`src/rtl/fb_port_arbiter.sv`:
```
// Frame-buffer port arbiter: shares one single-port grayscale RAM between the
// VGA display path (always served at once) and the convolution engine's read
// and write ports (req/grant, round-robin between themselves).
module fb_port_arbiter #(
    parameter int IMG_W  = 640,
    parameter int IMG_H  = 480,
    parameter int ADDR_W = 19,
    parameter int PIX_W  = 4
) (
    input  logic              clk,
    input  logic              reset,
    input  logic              vga_req,
    input  logic [9:0]        vga_x,
    input  logic [9:0]        vga_y,
    output logic [PIX_W-1:0]  vga_pixel,
    output logic              vga_valid,
    input  logic              conv_rd_req,
    input  logic [9:0]        conv_rd_x,
    input  logic [9:0]        conv_rd_y,
    output logic              conv_rd_grant,
    output logic [PIX_W-1:0]  conv_rd_data,
    output logic              conv_rd_valid,
    input  logic              conv_wr_req,
    input  logic [9:0]        conv_wr_x,
    input  logic [9:0]        conv_wr_y,
    input  logic [PIX_W-1:0]  conv_wr_data,
    output logic              conv_wr_grant,
    output logic [ADDR_W-1:0] mem_addr,
    output logic              mem_we,
    output logic [PIX_W-1:0]  mem_wdata,
    input  logic [PIX_W-1:0]  mem_rdata,
    output logic [15:0]       conv_stall_cnt
);

    // Tag of the read whose RAM data arrives next cycle; *_ZERO marks an
    // out-of-range read whose result is forced to 0.
    typedef enum logic [2:0] {
        TAG_NONE,
        TAG_VGA,
        TAG_VGA_ZERO,
        TAG_CONV,
        TAG_CONV_ZERO
    } tag_t;

    localparam logic [9:0] IMG_W_C = 10'(IMG_W);
    localparam logic [9:0] IMG_H_C = 10'(IMG_H);

    tag_t              tag_q, tag_d;
    logic              rr_wr_q, rr_wr_d;      // 1: a tie goes to the write port
    logic [ADDR_W-1:0] addr_q, addr_d;
    logic [PIX_W-1:0]  vga_pix_q, vga_pix_d;
    logic [PIX_W-1:0]  rd_pix_q, rd_pix_d;
    logic [15:0]       stall_q, stall_d;

    logic              vga_gnt, rd_gnt, wr_gnt, any_gnt, in_range, conv_pending;
    logic [9:0]        sel_x, sel_y;
    logic [ADDR_W-1:0] lin_addr;

    // Grant decision, address mux and all combinational outputs; everything
    // is held at 0 while reset is asserted.
    always_comb begin
        conv_pending = conv_rd_req | conv_wr_req;
        vga_gnt = vga_req & ~reset;
        rd_gnt  = ~reset & ~vga_req & conv_rd_req & (~conv_wr_req | ~rr_wr_q);
        wr_gnt  = ~reset & ~vga_req & conv_wr_req & (~conv_rd_req |  rr_wr_q);
        any_gnt = vga_gnt | rd_gnt | wr_gnt;

        sel_x = conv_wr_x;
        sel_y = conv_wr_y;
        if (vga_gnt) begin
            sel_x = vga_x;
            sel_y = vga_y;
        end else if (rd_gnt) begin
            sel_x = conv_rd_x;
            sel_y = conv_rd_y;
        end
        in_range = (sel_x < IMG_W_C) && (sel_y < IMG_H_C);
        lin_addr = ADDR_W'(sel_y) * ADDR_W'(IMG_W) + ADDR_W'(sel_x);

        conv_rd_grant = rd_gnt;
        conv_wr_grant = wr_gnt;
        mem_addr      = any_gnt ? lin_addr : addr_q;
        mem_we        = wr_gnt & in_range;
        mem_wdata     = wr_gnt ? conv_wr_data : '0;

        // Response side: data from the RAM lines up with the registered tag.
        vga_valid     = (tag_q == TAG_VGA)  || (tag_q == TAG_VGA_ZERO);
        conv_rd_valid = (tag_q == TAG_CONV) || (tag_q == TAG_CONV_ZERO);
        vga_pixel     = vga_pix_q;
        if (vga_valid)
            vga_pixel = (tag_q == TAG_VGA) ? mem_rdata : '0;
        conv_rd_data  = rd_pix_q;
        if (conv_rd_valid)
            conv_rd_data = (tag_q == TAG_CONV) ? mem_rdata : '0;
        conv_stall_cnt = stall_q;
    end

    // Next-state values for the tag, pointer, held address/data and stall counter.
    always_comb begin
        tag_d = TAG_NONE;
        if (vga_gnt)
            tag_d = in_range ? TAG_VGA : TAG_VGA_ZERO;
        else if (rd_gnt)
            tag_d = in_range ? TAG_CONV : TAG_CONV_ZERO;

        rr_wr_d = rr_wr_q;
        if (wr_gnt)
            rr_wr_d = 1'b0;
        else if (rd_gnt)
            rr_wr_d = 1'b1;

        addr_d    = mem_addr;
        vga_pix_d = vga_pixel;
        rd_pix_d  = conv_rd_data;

        stall_d = stall_q;
        if (vga_gnt && conv_pending && (stall_q != 16'hFFFF))
            stall_d = stall_q + 16'd1;
    end

    // State registers; reset discards any in-flight read.
    always_ff @(posedge clk or posedge reset) begin
        if (reset) begin
            tag_q     <= TAG_NONE;
            rr_wr_q   <= 1'b1;
            addr_q    <= '0;
            vga_pix_q <= '0;
            rd_pix_q  <= '0;
            stall_q   <= '0;
        end else begin
            tag_q     <= tag_d;
            rr_wr_q   <= rr_wr_d;
            addr_q    <= addr_d;
            vga_pix_q <= vga_pix_d;
            rd_pix_q  <= rd_pix_d;
            stall_q   <= stall_d;
        end
    end

endmodule

```
`config.mk`:
```
export PLATFORM = sky130hd
export DESIGN_NAME = fb_port_arbiter
export DESIGN_NICKNAME = d
export VERILOG_FILES = /design/src/rtl/fb_port_arbiter.sv
export SDC_FILE = /design/constraint.sdc
export NUM_CORES = 1
export LEC_CHECK = 0
export ABC_AREA = 1
export CORE_ASPECT_RATIO = 0.7
export CORE_MARGIN = 5
export CORE_UTILIZATION = 45
export DETAILED_ROUTE_END_ITERATION = 10
export DONT_BUFFER_PORTS = 1
export PLACE_DENSITY = 0.66
export SLEW_MARGIN = 20
export SYNTH_ARGS = -nofsm -noshare
export SYNTH_HDL_FRONTEND = slang
export SYNTH_SLANG_ARGS = --single-unit
```
`constraint.sdc`:
```
create_clock -name clk -period 14.59 [get_ports clk]
set_input_delay 2.1885 -clock clk [delete_from_list [all_inputs] [get_ports clk]]
set_output_delay 2.1885 -clock clk [all_outputs]
set_load 0.02 [all_outputs]
```
# ---- Word level (Yosys, flattened, before mapping)
# Cells that the tools add are included.
dict set report totals {
  wordCells 55
  in_bits 73
  regBits 47
  out_inout_bits 52
}
dict set report classes {
  n_addsub 2
  n_reduce_logical 6
  n_mul 1
  bitwise 17
  n_mux 16
  magnitude_cmp 2
  eq_ne 5
}
# cell count
set op_table {}
lappend op_table {{$mux 10} 4}
lappend op_table {{$mux 4} 5}
lappend op_table {{$add 19x10->19} 1}
lappend op_table {{$mux 19} 1}
lappend op_table {{$add 16x1->16 const B} 1}
lappend op_table {{$ne 16x16->1 const B} 1}
lappend op_table {{$mul 10x3->12 const B} 1}
lappend op_table {{$lt 10x10->1 const B} 1}
lappend op_table {{$lt 10x9->1 const B} 1}
lappend op_table {{$mux 3} 3}
lappend op_table {{$and 1x1->1} 7}
lappend op_table {{$eq 3x2->1 const B} 2}
lappend op_table {{$not 1->1} 5}
lappend op_table {{$or 1x1->1} 5}
lappend op_table {{$eq 3x1->1 const B} 1}
lappend op_table {{$eq 3x3->1 const B} 1}
lappend op_table {{$logic_and 1x1->1} 3}
lappend op_table {{$logic_or 1x1->1} 2}
lappend op_table {{$mux 1} 2}
lappend op_table {{$mux 2} 1}
lappend op_table {{$reduce_bool 2->1} 1}

# ---- Depth between registers and ports, before layout
# Gate-level depths: netlist of the first run.
dict set report logic_depth {
  word_depth 11
  depth_mapped 22
  mapped_depth_nobuf 21
}

# ---- Worst setup path after synthesis of the first run
# No wires, ideal clock.
dict set report synth_timing {
  path_type {input to output}
  start {input port reset}
  end {output port mem_addr[14]}
  cell_stages 16
  path_slack_ps 6297
  arrival_ps 6105
  n_path_buf 2
  path_cell_list {inv_1 nand2_4 buf_2 clkbuf_1 o21ai_0 o21ai_0 ha_1 ha_1 fa_1 nand2_1 inv_1 nand2_1 nor2_1 nand2_1 xor2_1 o21ai_0}
}
dict set report synth_between {
  elab_chain_cells 9
  elab_cells_between_ends 16
}
# element line
set synth_lines {}
lappend synth_lines {{start: declaration} 11} ;# input logic reset,
lappend synth_lines {{$not 1->1 *} {63, 64, 65}}
lappend synth_lines {{$and 1x1->1} {64, 65}}
lappend synth_lines {{$and 1x1->1 (2 in series)} 64} ;# rd_gnt = ~reset & ~vga_req & conv_rd_req & (~conv_wr_req | ~rr_wr_q);
lappend synth_lines {{$mux 10} 73} ;# end else if (rd_gnt) begin
lappend synth_lines {{$mux 10} 70} ;# if (vga_gnt) begin
lappend synth_lines {{$mul 10x3->12} 78} ;# lin_addr = ADDR_W'(sel_y) * ADDR_W'(IMG_W) + ADDR_W'(sel_x);
lappend synth_lines {{$add 19x10->19} 78}
lappend synth_lines {{$mux 19 *} 82} ;# mem_addr = any_gnt ? lin_addr : addr_q;
lappend synth_lines {{end: declaration} 28} ;# output logic [ADDR_W-1:0] mem_addr,
# Mark *: on every way between the ends. The rest lies on a longest branch, timed or not.

# ---- Final worst setup path of the first run
# Ends and elaborated chain as after synthesis.

==> impl_metrics.ini, run 1 <==
[outcome]
outcome = completed

[synth]
synth_edf_count = 0
ys_seq_elements = 47
yosys_warnings = 0
syn_area_sq_mm = 0.00338
yosysSeqAreaShare = 0.349
syn_area_per_cell_sq_um = 7.14
syn_nets = 564
async_flop_share = 1.00
synth_cell_type_count = 37
synthCells = 473
synth_top_flop_cell = dfrtp_1

[power_and_ir_drop]
p_sw_frac = 0.425
switching_power_mw = 0.197
power_frac_comb = 0.370
p_int_mw = 0.267
power_per_cell_area_mw_per_mm2 = 130
leakage_nw = 1.90
p_total_mw = 0.464
clkPwrFrac = 0.220
irDropWorstVdd_mv = 0.0675
pwr-share-seq = 0.410

[cts]
clock_latency_ns = 0.30
root_buffer = clkbuf_8
cts_tree = yes
h-tree-depth = 2
postCtsResizedCells = 0
clkSinkCount = 47
cts_buffers = 5
ctsLongestPathBuffers = 2
clkTransAtPathRegs_ns = 0.09
postCtsSetupBuffers = 0
cts.hold.buffers_added = 0

[placement]
dpl.hpwl_um = 7170
gp_congestion = 0.940
port_buffers = 0

[final_layout]
fillers = 732
multi_input_area_sq_mm = 0.00191
finalNetCount = 562
seq_area_sq_mm = 0.00118
drive_above_1_share = 0.0763
area_delta_synth_final_pct = 5.71
n_antenna_cell = 0

[worst_setup_path]
cp_top_family = adder cells
regToRegSetupSlack_ns = 10.40
crit_path_start_kind = input pin
end_kind = output port
crit_buf_inv = 3
slowest_stage = clkinv_2
crit_fanout = 48
worstPathCellList = clkinv_2, nand2_4, inv_1, nand2_1, o21ai_0, ha_1, ha_1, fa_1, xor2_1, inv_1, nor2_1, nand2_1, xor2_1, o21ai_0
critPathKind = input pin to output port
max_stage_delay_ns = 0.61
crit_required_ns = 12.40
cp.arrival_ns = 6.27

[floorplanning]
die_y_um = 82.5
die_area_sq_mm = 0.00936
std_cell_rows = 26
ios = 125
initial_utilization = 0.463
fp.dieW_um = 114
fp.coreArea_sq_mm = 0.00729

[timing]
relSlewSlack = 0.381
rsz0062_at_grt = no
min_period_ns = 8.46
fin_skew_ns = 0.00373
setup_viol = 0
worst_slew_pin_slew_ns = 0.921
period_share = 0.580
setup_tns_ns = 0
finalHoldViolations = 0
slew_viol_final = 0
clock.fmax_mhz = 118

[routing]
drc = 0
vias_per_cell = 5.03
drt_pass1_iterations = 4
vias = 2869
wl_per_cell_um = 15.4
antenna_left = 0
routed_wl_um = 8810
drt_iter0_markers = 122

[min_path]
worstHoldPathType = flop to flop

[global_routing]
grt_use_total = 0.192
grt_pass1_vias = 2733
grt_pass1_wl_um = 14100
grt.overflow.total = 0
grt_max_degree = 49
antenna_found_initial = 0

[flow_run]
max_cap_viol_count = 0
-- metal layers --
layer / up-vias / routed length (um) / global-route usage
li1: 1483 / - / -
met1: 1279 / 4160 / 0.270
met2: 99 / 3750 / 0.284
met3: 8 / 783 / 0.0670
met4: 0 / 113 / 0.0444
met5: - / 0 / 0
-- per-stage QoR --
stage	utilization	hold slack (ns)	instances	area [sq um]	worst slack [ns]
after floorplan	-	0.483	473	3380	6.30
after global placement	0.472	0.504	562	3440	6.18
after detailed placement	0.472	0.527	562	3440	6.05
after CTS	0.489	0.543	570	3560	6.04
after global routing	0.490	0.585	570	3570	5.57
final	0.490	0.538	570	3570	6.13
-- final timing paths --
path | end | from | depth (start not counted)
setup / recovery | mem_addr[14] | reset | 14
hold / removal | rr_wr_q | rr_wr_q | 2
setup reg to reg | addr_q[14] | rr_wr_q | 14
hold reg to reg | rr_wr_q | rr_wr_q | 2
max in group asynchronous | addr_q[16] | reset | 1
min in group asynchronous | addr_q[4] | reset | 1
-- cell usage in the layout, fill, tap and decap left out, types with 2 or more instances in the layout --
cell type	count
nand3_2	2
inv_1	60
inv_2	2
nand3_1	35
ha_1	16
xor2_1	12
o21ai_1	2
dfrtp_1	46
nor2_1	48
o22ai_1	4
nand2_2	4
nor2_2	3
fa_1	2
nor2_4	5
nand2_1	146
o21a_2	2
nand2_4	4
clkbuf_8	6
xnor2_1	10
nand4_1	5
a21oi_1	5
o21ai_0	33
or2_2	2
nand3b_1	6
-- power by group through the flow --
| stage | clock network, mW | logic (mW) | registers (mW) |
|---|---|---|---|
| 2_1_floorplan | 0 | 0.144 | 0.186 |
| 3_3_place_gp | 0 | 0.168 | 0.191 |
| 4_1_cts | 0.105 | 0.173 | 0.190 |
| 5_1_grt | 0.111 | 0.195 | 0.194 |
| 6_report | 0.102 | 0.172 | 0.191 |
| 3_5_place_dp | 0 | 0.172 | 0.193 |
-- kinds of logic after synthesis --
logic type                 after synthesis  synth area share
AOI/OAI and AO/OA                       49            0.0782
xor gates and xnor gates                22            0.0571
adders and majority gates               18            0.0712
buffers and inverters                   72            0.0871
DFF                                     47             0.349
and+or+nand+nor                        265             0.358
-- synth_stat cells (3+ instances only) --
library cell	number	area share
a21oi_1	5	0.0074
buf_2	3	0.0044
dfrtp_1	46	0.34
ha_1	16	0.059
inv_1	61	0.068
nand2_1	146	0.16
nand2_2	4	0.0074
nand2_4	4	0.013
nand3_1	35	0.052
nand3b_1	6	0.013
nand4_1	5	0.0093
nor2_1	48	0.053
nor2_2	4	0.0074
nor2_4	4	0.013
o21ai_0	33	0.049
o22ai_1	4	0.0074
xnor2_1	10	0.026
xor2_1	12	0.031
-- state kept, by name, summed over array words and instances (netlist names) --
| signal | flops |
|---|---|
| conv_stall_cnt | 16 |
| rd_pix_q | 4 |
| rr_wr_q | 1 |
| vga_pix_q | 4 |
| tag_q | 3 |
| addr_q | 19 |
-- cell type report --
type,count,share of cell area
inverter,63,0.0666
clock buffer,6,0.0231
tap,98,0.0344
sequential,47,0.330
multi-input combinational,354,0.535
clock inverter,2,0.0109
-- worst reg2reg max path, cell delays in order, from the launching register on --
cell and delay (ns):
dfstp_2 0.38, nand2_1 0.12, nand3_4 0.23, inv_2 0.43
o21ai_0 0.13, o21ai_0 0.42, ha_1 0.33, ha_1 0.23
fa_1 0.41, xor2_1 0.27, inv_1 0.07, nor2_1 0.15
nand2_1 0.11, xor2_1 0.15, o21ai_0 0.59
No activity file was read; power rests on OpenSTA's default activity.
==> run 2: changes to the inputs <==
clock period = 7.9 ns   (was 14.59 ns; I/O delays follow)
==> run 2 against run 1 <==
Against the previous run: clock skew up 0.0022 ns; core utilization down 0.29 points; die area unchanged; combinational power up 85%; clock power up 49%; setup slack worse by 4.2 ns; register-to-register slack worse by 6.6 ns; largest cell class unchanged.
==> impl_metrics.ini, run 2 (same netlist as run 1, synthesis figures left out) <==
[outcome]
outcome = completed

[routing]
antenna_left = 0
wl_per_cell_um = 15.6
routed_wl_um = 8890
drt_iter0_markers = 184
vias_per_cell = 5.11
drt_pass1_iterations = 4
vias = 2918
drc = 0

[worst_setup_path]
critPathKind = input pin to output port
end_kind = output port
regToRegSetupSlack_ns = 3.77
rr_endpoint = addr_q[14]
crit_path_start_kind = input pin
cp.arrival_ns = 4.76
max_stage_delay_ns = 0.60
crit_required_ns = 6.71
worstPathCellList = nor2_4, nand3_4, inv_2, o21ai_0, o21ai_0, ha_1, ha_1, fa_1, xor2_1, inv_1, nor2_1, nand2_1, xor2_1, o21ai_0
path_common_cell = o21ai_0
cp_top_family = compound AO/OA/AOI/OAI gates
crit_fanout = 20
slowest_stage = o21ai_0
crit_buf_inv = 2
rr_startpoint = rr_wr_q
r2r_cells = 14

[placement]
placed_cell_area_sq_mm = 0.00346
pre_cts_ws_ns = 1.94
gp_congestion = 0.919
port_buffers = 0
dp_cells = 564
dpl.hpwl_um = 7210

[min_path]
worstHoldPathType = flop to flop
hp-start = rr_wr_q
min_to = rr_wr_q
whs_path_depth = 2

[timing]
fin_hold_ws_ns = 0.517
period_share = 0.752
setup_tns_ns = 0
setup_viol = 0
rsz0062_at_grt = no
relSlewSlack = 0.413
finalHoldViolations = 0
fin_skew_ns = 0.00598
slew_viol_final = 0
clock.fmax_mhz = 168
setup_ws_ns = 1.96
worst_slew_pin_slew_ns = 0.872
min_period_ns = 5.94

[power_and_ir_drop]
leakage_nw = 1.89
power_per_cell_area_mw_per_mm2 = 231
irDropWorstVdd_mv = 0.118

[final_layout]
largest-register = addr_q
final_common_cell = nand2_1
final_cell_area_sq_mm = 0.00355
final_cell_mix = nand2_1, inv_1, nor2_1
area_delta_synth_final_pct = 5.08
finalNetCount = 564
largest_reg_flops = 19
drive_above_1_share = 0.0782
stdcell_count = 571
n_antenna_cell = 0

[cts]
clock_latency_ns = 0.30
h-tree-depth = 2
clkSinkCount = 47
postCtsSetupBuffers = 0
postCtsResizedCells = 0
root_buffer = clkbuf_8
ctsLongestPathBuffers = 2
cts_buffers = 5
clkTransAtPathRegs_ns = 0.08
cts.hold.buffers_added = 0
cts_tree = yes

[global_routing]
grt.overflow.total = 0
met2_usage = 0.300
use_met3 = 0.0670
grt_pass1_wl_um = 14300
grt_max_degree = 48
antenna_found_initial = 0
grt_busiest_layer = met2
use_met1 = 0.261
grt_use_total = 0.195
grt_pass1_vias = 2846

[flow_run]
max_cap_viol_count = 0

[floorplanning]
fp.coreArea_sq_mm = 0.00729
std_cell_rows = 26
fp.dieW_um = 114
die_y_um = 82.5
initial_utilization = 0.463
ios = 125
die_area_sq_mm = 0.00936
[run 2: cell type report]
type	count	area (sq um)
inverter	63	236
timing repair buffer	2	15.0
fill	750	3740
clock inverter	1	8.76
multi-input combinational	354	1900
tap	98	123
clock buffer	6	82.6
sequential	47	1180
[run 2: report_power, final]
group / switching, mW / leakage, nW / total, mW / internal [mW]
logic: 0.225 / 1.25 / 0.319 / 0.0939
clock network: 0.0813 / 0.0477 / 0.152 / 0.0705
registers: 0.0537 / 0.594 / 0.350 / 0.297
[run 2: how the worst max path moves through the flow]
stage                 from      endpoint  slack (ns)  depth (start not counted)
2_1_floorplan        reset  mem_addr[14]        1.61                         16
3_3_place_gp       vga_req  mem_addr[14]        2.03                         14
3_5_place_dp       vga_req  mem_addr[14]        1.94                         14
4_1_cts            vga_req  mem_addr[14]        1.94                         14
5_1_grt        conv_wr_req  mem_addr[14]        1.52                         15
6_report           vga_req  mem_addr[14]        1.96                         14
[run 2: through the flow]
stage           util  total power, mW
5_1_grt        0.487            0.889
6_report       0.487            0.821
4_1_cts        0.487            0.831
3_5_place_dp   0.474            0.675
3_3_place_gp   0.474            0.666
2_1_floorplan      -            0.609
[run 2: tightest hold or removal path, stage by stage (launching register included)]
cell and delay [ns]:
dfstp_2 0.38, inv_1 0.05, o21ai_0 0.08
[run 2: per-layer routing]
layer,wire [um],vias up
met5,0,-
met4,120,0
met3,1010,10
met2,3840,127
met1,3920,1295
li1,-,1486
